==> src/rtl/clock_period_meter.sv <==
// clock_period_meter: measures high time, low time and period of a slow clock
// (sig_in) in clk_in cycles. Single-shot or continuous, with a dead-input timeout.
module clock_period_meter #(
    parameter int unsigned CNT_WIDTH = 23,
    parameter int unsigned MAX_COUNT = 2**CNT_WIDTH - 1
) (
    input  logic                 clk_in,
    input  logic                 reset,
    input  logic                 sig_in,
    input  logic                 start,
    input  logic                 continuous,
    output logic                 busy,
    output logic                 valid,
    output logic                 timeout,
    output logic [CNT_WIDTH-1:0] high_count,
    output logic [CNT_WIDTH-1:0] low_count,
    output logic [CNT_WIDTH:0]   period
);

    typedef enum logic [1:0] {
        ST_IDLE,
        ST_ARM,
        ST_MEAS_HIGH,
        ST_MEAS_LOW
    } state_t;

    localparam logic [CNT_WIDTH-1:0] LP_MAX = CNT_WIDTH'(MAX_COUNT);
    localparam logic [CNT_WIDTH-1:0] LP_ONE = CNT_WIDTH'(1);

    state_t                r_state;
    state_t                w_next_state;
    logic                  r_sync1;
    logic                  r_sync2;
    logic                  r_sig_d;
    logic                  w_rise;
    logic                  w_fall;
    logic                  w_at_max;
    logic                  w_busy;
    logic                  w_done;
    logic                  w_tmo_hit;
    logic [CNT_WIDTH-1:0]  r_cnt;
    logic [CNT_WIDTH-1:0]  r_high_hold;
    logic                  r_valid;
    logic                  r_timeout;
    logic [CNT_WIDTH-1:0]  r_high_count;
    logic [CNT_WIDTH-1:0]  r_low_count;
    logic [CNT_WIDTH:0]    r_period;

    // Two-flop synchronizer plus one history stage; both edges see the same latency.
    always_ff @(posedge clk_in) begin
        if (reset) begin
            r_sync1 <= 1'b0;
            r_sync2 <= 1'b0;
            r_sig_d <= 1'b0;
        end else begin
            r_sync1 <= sig_in;
            r_sync2 <= r_sync1;
            r_sig_d <= r_sync2;
        end
    end

    assign w_rise   = r_sync2 & ~r_sig_d;
    assign w_fall   = ~r_sync2 & r_sig_d;
    assign w_at_max = (r_cnt == LP_MAX);

    // State register.
    always_ff @(posedge clk_in) begin
        if (reset) begin
            r_state <= ST_IDLE;
        end else begin
            r_state <= w_next_state;
        end
    end

    // Next-state logic; an edge seen on the MAX_COUNT cycle beats the timeout.
    always_comb begin
        w_next_state = r_state;
        case (r_state)
            ST_IDLE: begin
                if (start) w_next_state = ST_ARM;
            end
            ST_ARM: begin
                if (w_rise)        w_next_state = ST_MEAS_HIGH;
                else if (w_at_max) w_next_state = ST_IDLE;
            end
            ST_MEAS_HIGH: begin
                if (w_fall)        w_next_state = ST_MEAS_LOW;
                else if (w_at_max) w_next_state = ST_IDLE;
            end
            ST_MEAS_LOW: begin
                if (w_rise)        w_next_state = continuous ? ST_MEAS_HIGH : ST_IDLE;
                else if (w_at_max) w_next_state = ST_IDLE;
            end
            default: w_next_state = ST_IDLE;
        endcase
    end

    // State-decoded outputs: busy, measurement complete, timeout abort.
    always_comb begin
        w_busy    = 1'b0;
        w_done    = 1'b0;
        w_tmo_hit = 1'b0;
        case (r_state)
            ST_ARM: begin
                w_busy    = 1'b1;
                w_tmo_hit = w_at_max & ~w_rise;
            end
            ST_MEAS_HIGH: begin
                w_busy    = 1'b1;
                w_tmo_hit = w_at_max & ~w_fall;
            end
            ST_MEAS_LOW: begin
                w_busy    = 1'b1;
                w_done    = w_rise;
                w_tmo_hit = w_at_max & ~w_rise;
            end
            default: begin
                w_busy    = 1'b0;
            end
        endcase
    end

    // Phase counter, sticky timeout and result registers; the counter saturates at MAX_COUNT.
    always_ff @(posedge clk_in) begin
        if (reset) begin
            r_cnt        <= '0;
            r_high_hold  <= '0;
            r_valid      <= 1'b0;
            r_timeout    <= 1'b0;
            r_high_count <= '0;
            r_low_count  <= '0;
            r_period     <= '0;
        end else begin
            r_valid <= w_done;
            if (r_state == ST_IDLE && start) begin
                r_timeout <= 1'b0;
            end else if (w_tmo_hit) begin
                r_timeout <= 1'b1;
            end
            case (r_state)
                ST_IDLE: begin
                    if (start) r_cnt <= '0;
                end
                ST_ARM: begin
                    if (w_rise)         r_cnt <= LP_ONE;
                    else if (!w_at_max) r_cnt <= r_cnt + LP_ONE;
                end
                ST_MEAS_HIGH: begin
                    if (w_fall) begin
                        r_high_hold <= r_cnt;
                        r_cnt       <= LP_ONE;
                    end else if (!w_at_max) begin
                        r_cnt <= r_cnt + LP_ONE;
                    end
                end
                ST_MEAS_LOW: begin
                    if (w_rise) begin
                        r_high_count <= r_high_hold;
                        r_low_count  <= r_cnt;
                        r_period     <= {1'b0, r_high_hold} + {1'b0, r_cnt};
                        r_cnt        <= LP_ONE;
                    end else if (!w_at_max) begin
                        r_cnt <= r_cnt + LP_ONE;
                    end
                end
                default: begin
                    r_cnt <= '0;
                end
            endcase
        end
    end

    assign busy       = w_busy;
    assign valid      = r_valid;
    assign timeout    = r_timeout;
    assign high_count = r_high_count;
    assign low_count  = r_low_count;
    assign period     = r_period;

endmodule

==> config.mk <==
export PLATFORM = sky130hd
export DESIGN_NAME = clock_period_meter
export DESIGN_NICKNAME = d
export VERILOG_FILES = /design/src/rtl/clock_period_meter.sv
export SDC_FILE = /design/constraint.sdc
export NUM_CORES = 1
export LEC_CHECK = 0
export BUFFER_PORTS_ARGS = -buffer_cell sky130_fd_sc_hd__buf_2
export CAP_MARGIN = 40
export CELL_PAD_IN_SITES_DETAIL_PLACEMENT = 1
export CELL_PAD_IN_SITES_GLOBAL_PLACEMENT = 2
export CORE_MARGIN = 5
export CORE_UTILIZATION = 34
export DETAILED_ROUTE_END_ITERATION = 12
export PLACE_DENSITY_LB_ADDON = 0.12
export SYNTH_ARGS = -nofsm -noshare
export SYNTH_HDL_FRONTEND = slang
export SYNTH_SLANG_ARGS = --single-unit
==> constraint.sdc <==
create_clock -name clk_in -period 2.8 [get_ports clk_in]
set_input_delay 0.14 -clock clk_in [delete_from_list [all_inputs] [get_ports clk_in]]
set_output_delay 0.14 -clock clk_in [all_outputs]
set_load 0.01 [all_outputs]
# After elaboration in Yosys (flattened, before gate mapping)
# Cells that the tools add are included.
[op_classes] bitwise=9 n_mux=14 add_sub_neg=2 reduce_logical=8 eq_ne=5
[op_table] operator="2-to-1 mux 23 bit" count=4
[op_table] operator="case mux 23 bit (3 select lines)" count=1
[op_table] operator="adder 23 x 23 -> 24 bit" count=1
[op_table] operator="adder 23 x 1 -> 23 bit (second input constant)" count=1
[op_table] operator="== test 23 bit (second input constant)" count=1
[op_table] operator="2-to-1 mux 2 bit" count=6
[op_table] operator="case mux 2 bit (4 select lines)" count=1
[op_table] operator="OR reduction 2 bit" count=3
[op_table] operator="NOT 1 bit" count=5
[op_table] operator="bitwise AND 1 bit" count=4
[op_table] operator="== test 2 bit (second input constant)" count=2
[op_table] operator="AND reduction 2 bit" count=2
[op_table] operator="OR reduction 3 bit" count=1
[op_table] operator="== test 2 x 1 -> 1 bit (second input constant)" count=1
[op_table] operator="zero test 2 bit" count=1
[op_table] operator="inequality test 2 bit (second input constant)" count=1
[op_table] operator="case mux 1 bit (2 select lines)" count=1
[op_table] operator="logical AND 1 bit" count=1
[op_table] operator="2-to-1 mux 1 bit" count=1
[word_totals] in_bits=5 regBits=123 wordCells=49 output_inout_bits=73

# Longest topological paths before layout
# Gate-level depths: netlist of run 1.
[depth] word_depth=5 ltp_mapped=9 mapped_depth_nobuf=9

# Worst setup path after synthesis of run 1
# Ideal clock, no wire load.
[synth_timing] path_type="register to register" start="register r_cnt[0]" end="register r_period[22] (netlist: period[22])" arrival_time_ps=2378 required_time_ps=2677 setup_time_ps=123 stages_incl_launch_ff=10 path_buffers=0 synth_period_minus_slack_ps=2501 setup_slack_ps=299 path_cell_list="dfxtp_1 -> ha_1 -> fa_1 -> a21o_1 -> a221o_1 -> a311oi_4 -> a2111oi_2 -> a211oi_2 -> xor2_1 -> o21ai_1"
[synth_between] elab_chain_len=1
[synth_rtl] item="from (decl)" line="41" text="logic [CNT_WIDTH-1:0] r_cnt;"
[synth_rtl] item="from (signal assigned)" line="146" text="else if (!w_at_max) r_cnt <= r_cnt + LP_ONE;"
[synth_rtl] item="from (signal assigned)" line="153" text="r_cnt <= r_cnt + LP_ONE;"
[synth_rtl] item="from (signal assigned)" line="163" text="r_cnt <= r_cnt + LP_ONE;"
[synth_rtl] item="adder 23 x 23 -> 24 bit" line="160" text="r_period <= {1'b0, r_high_hold} + {1'b0, r_cnt};"
[synth_rtl] item="to (signal assigned)" line="160"
[synth_rtl] item="to (decl)" line="47" text="logic [CNT_WIDTH:0] r_period;"
# No other way between the ends.
# A chain may end at the register's enable or synchronous reset.

# Worst setup path after layout of run 1
[layout_timing] start="register r_cnt[0]" end="register r_period[16] (netlist: period[16])"
# Same word-level chain as after synthesis.

==> results of run 1 <==
## power by group
group / internal (uW) / switching, uW
sequential: 1760 / 5.70
clock: 1580 / 797
combinational: 29.3 / 74.9
total: 3370 / 877
## worst max-delay path: stages, from the launching register on
cell and delay (ns):
dfxtp_1 0.32, ha_1 0.23, fa_1 0.41, a21o_1 0.20
a221o_1 0.40, a21boi_1 0.27, a21oi_1 0.17, a311oi_2 0.32
xor2_1 0.18, o21ai_1 0.07
## registers in the layout, indices dropped and copies added (netlist names)
signal	count
r_sync1	1
r_cnt	23
low_count	23
high_count	23
valid	1
r_state	2
r_sync2	1
r_high_hold	23
timeout	1
period	24
r_sig_d	1
## per-stage QoR
step	util, %	instances	power (uW)	setup slack [ns]
floorplan	-	714	1860	0.299
global route	43.1	1035	4380	0.0135
finish	43.1	1035	4240	0.107
detailed placement	38.9	1000	1900	0.133
global placement	38.9	1000	1900	0.190
CTS	43.0	1035	4310	0.123
## synth_stat cells, types with 5 or more instances
master / number
nor2_1: 41
buf_1: 7
ha_1: 24
inv_1: 5
xnor2_1: 14
a21oi_1: 108
xor2_1: 16
a21o_1: 14
nor2b_1: 13
dfxtp_1: 123
nand2_1: 183
o21ai_0: 12
clkbuf_1: 30
nor3_1: 9
and3_1: 15
nand4_1: 10
nand3_1: 18
## worst paths after layout
kind / to / depth (start not counted) / startpoint
min reg2reg: period[12]$_SDFFE_PP0P_ / 2 / period[12]$_SDFFE_PP0P_
min: r_cnt[21]$_SDFFE_PP0P_ / 2 / reset
max reg2reg: period[16]$_SDFFE_PP0P_ / 9 / r_cnt[0]$_SDFFE_PP0P_
max: period[16]$_SDFFE_PP0P_ / 9 / r_cnt[0]$_SDFFE_PP0P_
## placed cells by master (no fill, tap or decap), types with 5 or more instances in the layout
cell,Yosys,final
a21o_1,14,14
a21oi_1,108,108
and3_1,15,14
buf_2,0,76
buf_4,0,27
clkbuf_16,0,17
dfxtp_1,123,123
ha_1,24,24
inv_1,5,5
nand2_1,183,182
nand3_1,18,18
nand4_1,10,10
nor2_1,41,41
nor2b_1,13,13
nor3_1,9,9
o21ai_0,12,12
xnor2_1,14,14
xor2_1,16,16
## timing repair
item                                    CTS  global route
endpoints found under the hold margin     3             0
hold buffers                              3             0
endpoints found under the setup margin    0             1
resized for setup                         0             1
## cell type report
type	instances	area share, %
timing repair buffer	106	8.62
sequential	123	34.6
inverter	5	0.264
multi-input combinational	549	43.6
tap	220	3.87
clock inverter	11	2.32
clock buffer	21	6.75
## per-layer routing
metal / track usage [%] / wire (um) / vias to the layer above / share of wire (%)
li1: - / - / 2652 / -
met1: 24.7 / 8670 / 2621 / 49
met2: 30.2 / 8190 / 96 / 46
met3: 3.29 / 577 / 25 / 3.2
met4: 7.04 / 374 / 0 / 2.1
met5: 0 / 0 / - / 0
## logic make-up (layout without fill, tap and decap cells)
family,after synthesis,count (layout),synth area share [%]
simple gates,313,313,24.3
compound gates,179,179,19.3
flops,123,123,43.1
buf+inv,42,143,2.76
xor+xnor,30,30,4.60
fa+ha+maj,25,25,5.61
mux,2,2,0.351
==> results.md, run 1 <==
- Wire per inst: 17.2 um
- First-pass DRT Iterations: 4
- Post CTS Setup Buffer Count: 0
- Dominant cells by area after synthesis: dfxtp_1 (43%), nand2_1 (12%), a21oi_1 (9.5%)
- Leakage power: 0.00295 uW
- Startpoint class of the critical path: flop
- Slew of the pin with the lowest slew margin: 0.645 ns
- Clk Latency, worst-skew pair: 0.42 ns
- Syn_nets: 744
- Seq cells post-synth: 123
- Clk slew on worst S/H paths: 0.06 ns
- Die area: 19500 um2
- Library cells used by synthesis: 58
- Final Max Tran Viols: 0
- Setup slack, reg-to-reg: 0.11 ns
- Overall Global Routing Usage: 18.6%
- Crit Path Max Fanout: 4
- Fin Hold WS: 0.232 ns
- TritonCTS clock tree: built
- Final antenna diode count: 0
- Via count: 5394
- Share of the synthesized area in the top cell type: 43.1%
- RSZ-0062 raised after global routing: false
- Power Density: 596 nW/um2
- Initial Util: 34.6%
- Outcome: finished clean
- DP Area: 6430 um2
- Nets: 832
- Period utilization: 96.2%
- Share of cells above drive strength 1: 17.8%
- Post-synth EDFFs: 0
- Vias per cell: 5.21
- Worst Setup End Kind: flop
- Chip height: 140 um
- Final Instance Area: 7120 um2
- First-pass GRT wire length: 29.3 mm
- DRT iter0 DRCs: 341
- FF/Latch Area: 2460 um2
- I/O Pins: 78
- Worst slew margin: 57.0%
- Fillers: 2059
- Total length of routed wires: 17.8 mm
- Hold Path Class: in2reg
- Area Growth Syn to Fin: 24.6%
- Die width: 140 um
- Root Driver: clkbuf_16
- # setup viols final: 0
- Final Skew: 0.00798 ns
- Yosys top cell by area: dfxtp_1
- H-tree lvl count: 4
- Final HPWL from detailed placement: 13.2 mm
- Rows: 47
- Cells after Synth: 714
- Sink Count: 123
- Cts bufs inserted: 17
- Max Root-Sink Buffers: 2
- Seq/Total Area, Yosys: 43.1%
- Max_cap viols: 0
- VDD IR-drop max: 0.398 mV
- Remaining DRCs: 0
- Vias in the first global route: 5686
- Arr. time, crit path: 2.99 ns
- Synth Flop Type: dfxtp_1
- Area occupied by multi-input gates: 3100 um2
- Fmax: 0.371 GHz
- Initial antenna violation count: 0
- Worst EP required: 3.10 ns
- Post-Syn Area per Cell: 8.00 um2
- Core area: 16500 um2
- Setup TNS: 0 ns
- GPL Wtd Cong: 0.902
- Port bufs: 77
- Crit path kind: reg2reg
- Mapped cell area: 5710 um2
- Hold Fails Final Rpt: 0
- Post-synth ARST share: 0%
- Pin count of the biggest net entering global routing: 61
- Total grt overflow: 0
- Final ANT Viol Nets: 0
- Tmin final: 2.69 ns
- Yosys warning total: 0
(Power assumes the default switching activity.)
==> run 2: changes to the inputs <==
--- a/config.mk
+++ b/config.mk
@@ -5,12 +5,13 @@
 export SDC_FILE = /design/constraint.sdc
 export NUM_CORES = 1
 export LEC_CHECK = 0
+export ABC_AREA = 1
 export BUFFER_PORTS_ARGS = -buffer_cell sky130_fd_sc_hd__buf_2
 export CAP_MARGIN = 40
 export CELL_PAD_IN_SITES_DETAIL_PLACEMENT = 1
 export CELL_PAD_IN_SITES_GLOBAL_PLACEMENT = 2
 export CORE_MARGIN = 5
-export CORE_UTILIZATION = 34
+export CORE_UTILIZATION = 32
 export DETAILED_ROUTE_END_ITERATION = 12
 export PLACE_DENSITY_LB_ADDON = 0.12
 export SYNTH_ARGS = -nofsm -noshare
==> run 2 against run 1 <==
Compared with the run above: die area increased by 19%; wire length increased by 26%; synthesized cell count is 39% higher; worst hold slack lost 0.21 ns; synthesized area grew 14%; via count rose by 20%; sequential power about the same; fmax grew 19%; register-to-register slack improved by 0.42 ns; combinational power grew 42%; count of clock-buffer cells in the layout shrank 2; global-route usage grew 1.2 points; critical path type unchanged; critical endpoint unchanged; largest cell class unchanged; highest routed layer unchanged.
==> results.md, run 2 <==
- Outcome: finished clean
- Logic pwr share: 3.6%
- Final Skew: 0.00714 ns
- Core area: 20100 um2
- Commonest non-fill, non-tap cells in the layout: nand2_1 (215), nor2_1 (157), inv_1 (134)
- Mapped cell area: 6490 um2
- Max Root-Sink Buffers: 2
- Most numerous cell in the Yosys netlist: nand2_1
- Sw Ratio: 25.5%
- Root Driver: clkbuf_16
- Seq cells post-synth: 123
- Total length of routed wires: 22.4 mm
- H-tree lvl count: 4
- Final antenna diode count: 0
- First-pass GRT wire length: 36.9 mm
- Chip height: 152 um
- Cells after Synth: 993
- DP Area: 7200 um2
- CP delay by family, top: adder cells
- Crit path kind: reg2reg
- RSZ-0062 raised after global routing: false
- Remaining DRCs: 0
- Max incr delay on CP: 0.45 ns
- Worst slew margin: 67.8%
- Period utilization: 81.1%
- Final Instance Area: 7780 um2
- Final Max Tran Viols: 0
- Post_cts resized: 0
- Rows: 52
- Setup TNS: 0 ns
- Post-Syn Area per Cell: 6.54 um2
- I/O Pins: 78
- Hold Path Class: in2reg
- Pin count of the biggest net entering global routing: 45
- Vias per cell: 4.78
- DRT iter0 DRCs: 290
- GPL Wtd Cong: 0.813
- Most instantiated cells after synthesis: nand2_1 (215), nor2_1 (157), inv_1 (134)
- Nets: 1102
- Yosys warning total: 0
- # setup viols final: 0
- Share of the synthesized area in the top cell type: 37.9%
- Leakage power: 0.00374 uW
- Switch Pwr: 1050 uW
- Port bufs: 77
- Seq pwr share: 43.1%
- Library cells used by synthesis: 34
- First-pass DRT Iterations: 4
- Tmin final: 2.27 ns
- Syn_nets: 1023
- Die area: 23200 um2
- Final ANT Viol Nets: 0
- Fmax: 0.440 GHz
- Area Growth Syn to Fin: 19.9%
- Max reg flops: 24
- Final HPWL from detailed placement: 17.3 mm
- Startpoint class of the critical path: flop
- Clk slew on worst S/H paths: 0.06 ns
- VDD IR-drop max: 0.410 mV
- Die width: 152 um
- TritonCTS clock tree: built
- Total grt overflow: 0
- Clk Latency, worst-skew pair: 0.43 ns
- Post-synth ARST share: 0%
- Worst path slowest cell: dfxtp_1
- Wire per inst: 16.6 um
- Power Density: 528 nW/um2
- Max_cap viols: 0
- CP Buf/Inv Count: 1
- Worst EP required: 3.12 ns
- Sink Count: 123
- Vias in the first global route: 6737
- Cell Int Power: 3060 uW
- Cts bufs inserted: 17
- Hold Fails Final Rpt: 0
- Post CTS Setup Buffer Count: 0
- Critical Path Most Common Cell: nand2_1
- Synth Flop Type: dfxtp_1
- Via count: 6479
- Yosys top cell by area: dfxtp_1
- Initial antenna violation count: 0
- Arr. time, crit path: 2.59 ns
- CP Cell Sequence: ha_1 > fa_1 > nand3_1 > nand3_1 > nand2_1 > nand2_1 > nand2_1 > nand3_1 > nand2_1 > o21ai_0 > inv_1
- Post-synth EDFFs: 0
- Post-CTS Hold Fix Bufs: 1
- Slew of the pin with the lowest slew margin: 0.478 ns
- Share of cells above drive strength 1: 13.9%
- Pwr Total: 4110 uW
- Seq/Total Area, Yosys: 37.9%
- Clk pwr share: 53.3%
- Initial Util: 32.3%
- Crit Path Max Fanout: 6
- Dominant cells by area after synthesis: dfxtp_1 (38%), nand2_1 (12%), nor2_1 (9.1%)
- Overall Global Routing Usage: 19.8%
- Worst Setup End Kind: flop
- Most common cell after layout, fill and taps aside: nand2_1
==> run 2: final cells by class <==
class	count	area (um2)
clock buffers	19	443
clock inverters	13	133
fillers	2624	12300
inverters	142	536
multi-input cells	697	3350
flip-flops and latches	123	2460
well taps	270	338
repair buffers	91	518
==> run 2: kinds of logic (layout without fill, tap and decap cells) <==
group,Yosys count,in the layout,synth area share [%]
and+or+nand+nor,491,491,31.9
xor gates and xnor gates,9,9,1.21
adders and majority gates,25,25,4.93
DFF,123,123,37.9
AOI/OAI and AO/OA,172,172,13.7
buffers and inverters,173,265,10.4
==> run 2: power by group through the flow <==
stage,sequential [uW],clock (uW),combinational [uW]
after floorplan,1810,0,93.8
after global placement,1810,0,150
after detailed placement,1810,0,149
after CTS,1770,2230,151
after global routing,1770,2320,167
final,1770,2190,148
==> run 2: metal layers <==
layer	wire, um	vias to the layer above	global-route usage (%)
met5	0	-	0
met4	410	0	5.73
met3	551	28	2.95
met2	10500	76	33.2
met1	10900	3051	26.5
li1	-	3324	-
==> run 2: tightest hold or removal path, delay by kind of cell <==
family / cells / cell delay (ns)
AOI/OAI and AO/OA: 2 / 0.11
buffers and inverters: 2 / 0.11
and+or+nand+nor: 1 / 0.06
==> run 2: per-stage QoR <==
stage / instances / setup WS, ns / hold WS, ns / utilization, %
4_1_cts: 1355 / 0.521 / 0.0160 / 38.7
2_1_floorplan: 993 / 1.02 / 0.247 / -
3_5_place_dp: 1322 / 0.549 / 0.359 / 35.8
5_1_grt: 1355 / 0.338 / 0.0713 / 38.7
3_3_place_gp: 1322 / 0.536 / 0.340 / 35.8
6_report: 1355 / 0.529 / 0.0257 / 38.7
==> run 2: worst paths after layout <==
| path | start | endpoint | slack, ns | cells past startpoint |
|---|---|---|---|---|
| worst max-delay path | r_cnt[0]$_SDFFE_PP0P_ | period[16]$_SDFFE_PP0P_ | 0.53 | 11 |
| worst min-delay path | continuous | r_state[1]$_SDFFE_PP0P_ | 0.03 | 5 |
| worst max register to register | r_cnt[0]$_SDFFE_PP0P_ | period[16]$_SDFFE_PP0P_ | 0.53 | 11 |
| worst min register to register | r_sync1$_SDFF_PP0_ | r_sync2$_SDFF_PP0_ | 0.41 | 2 |
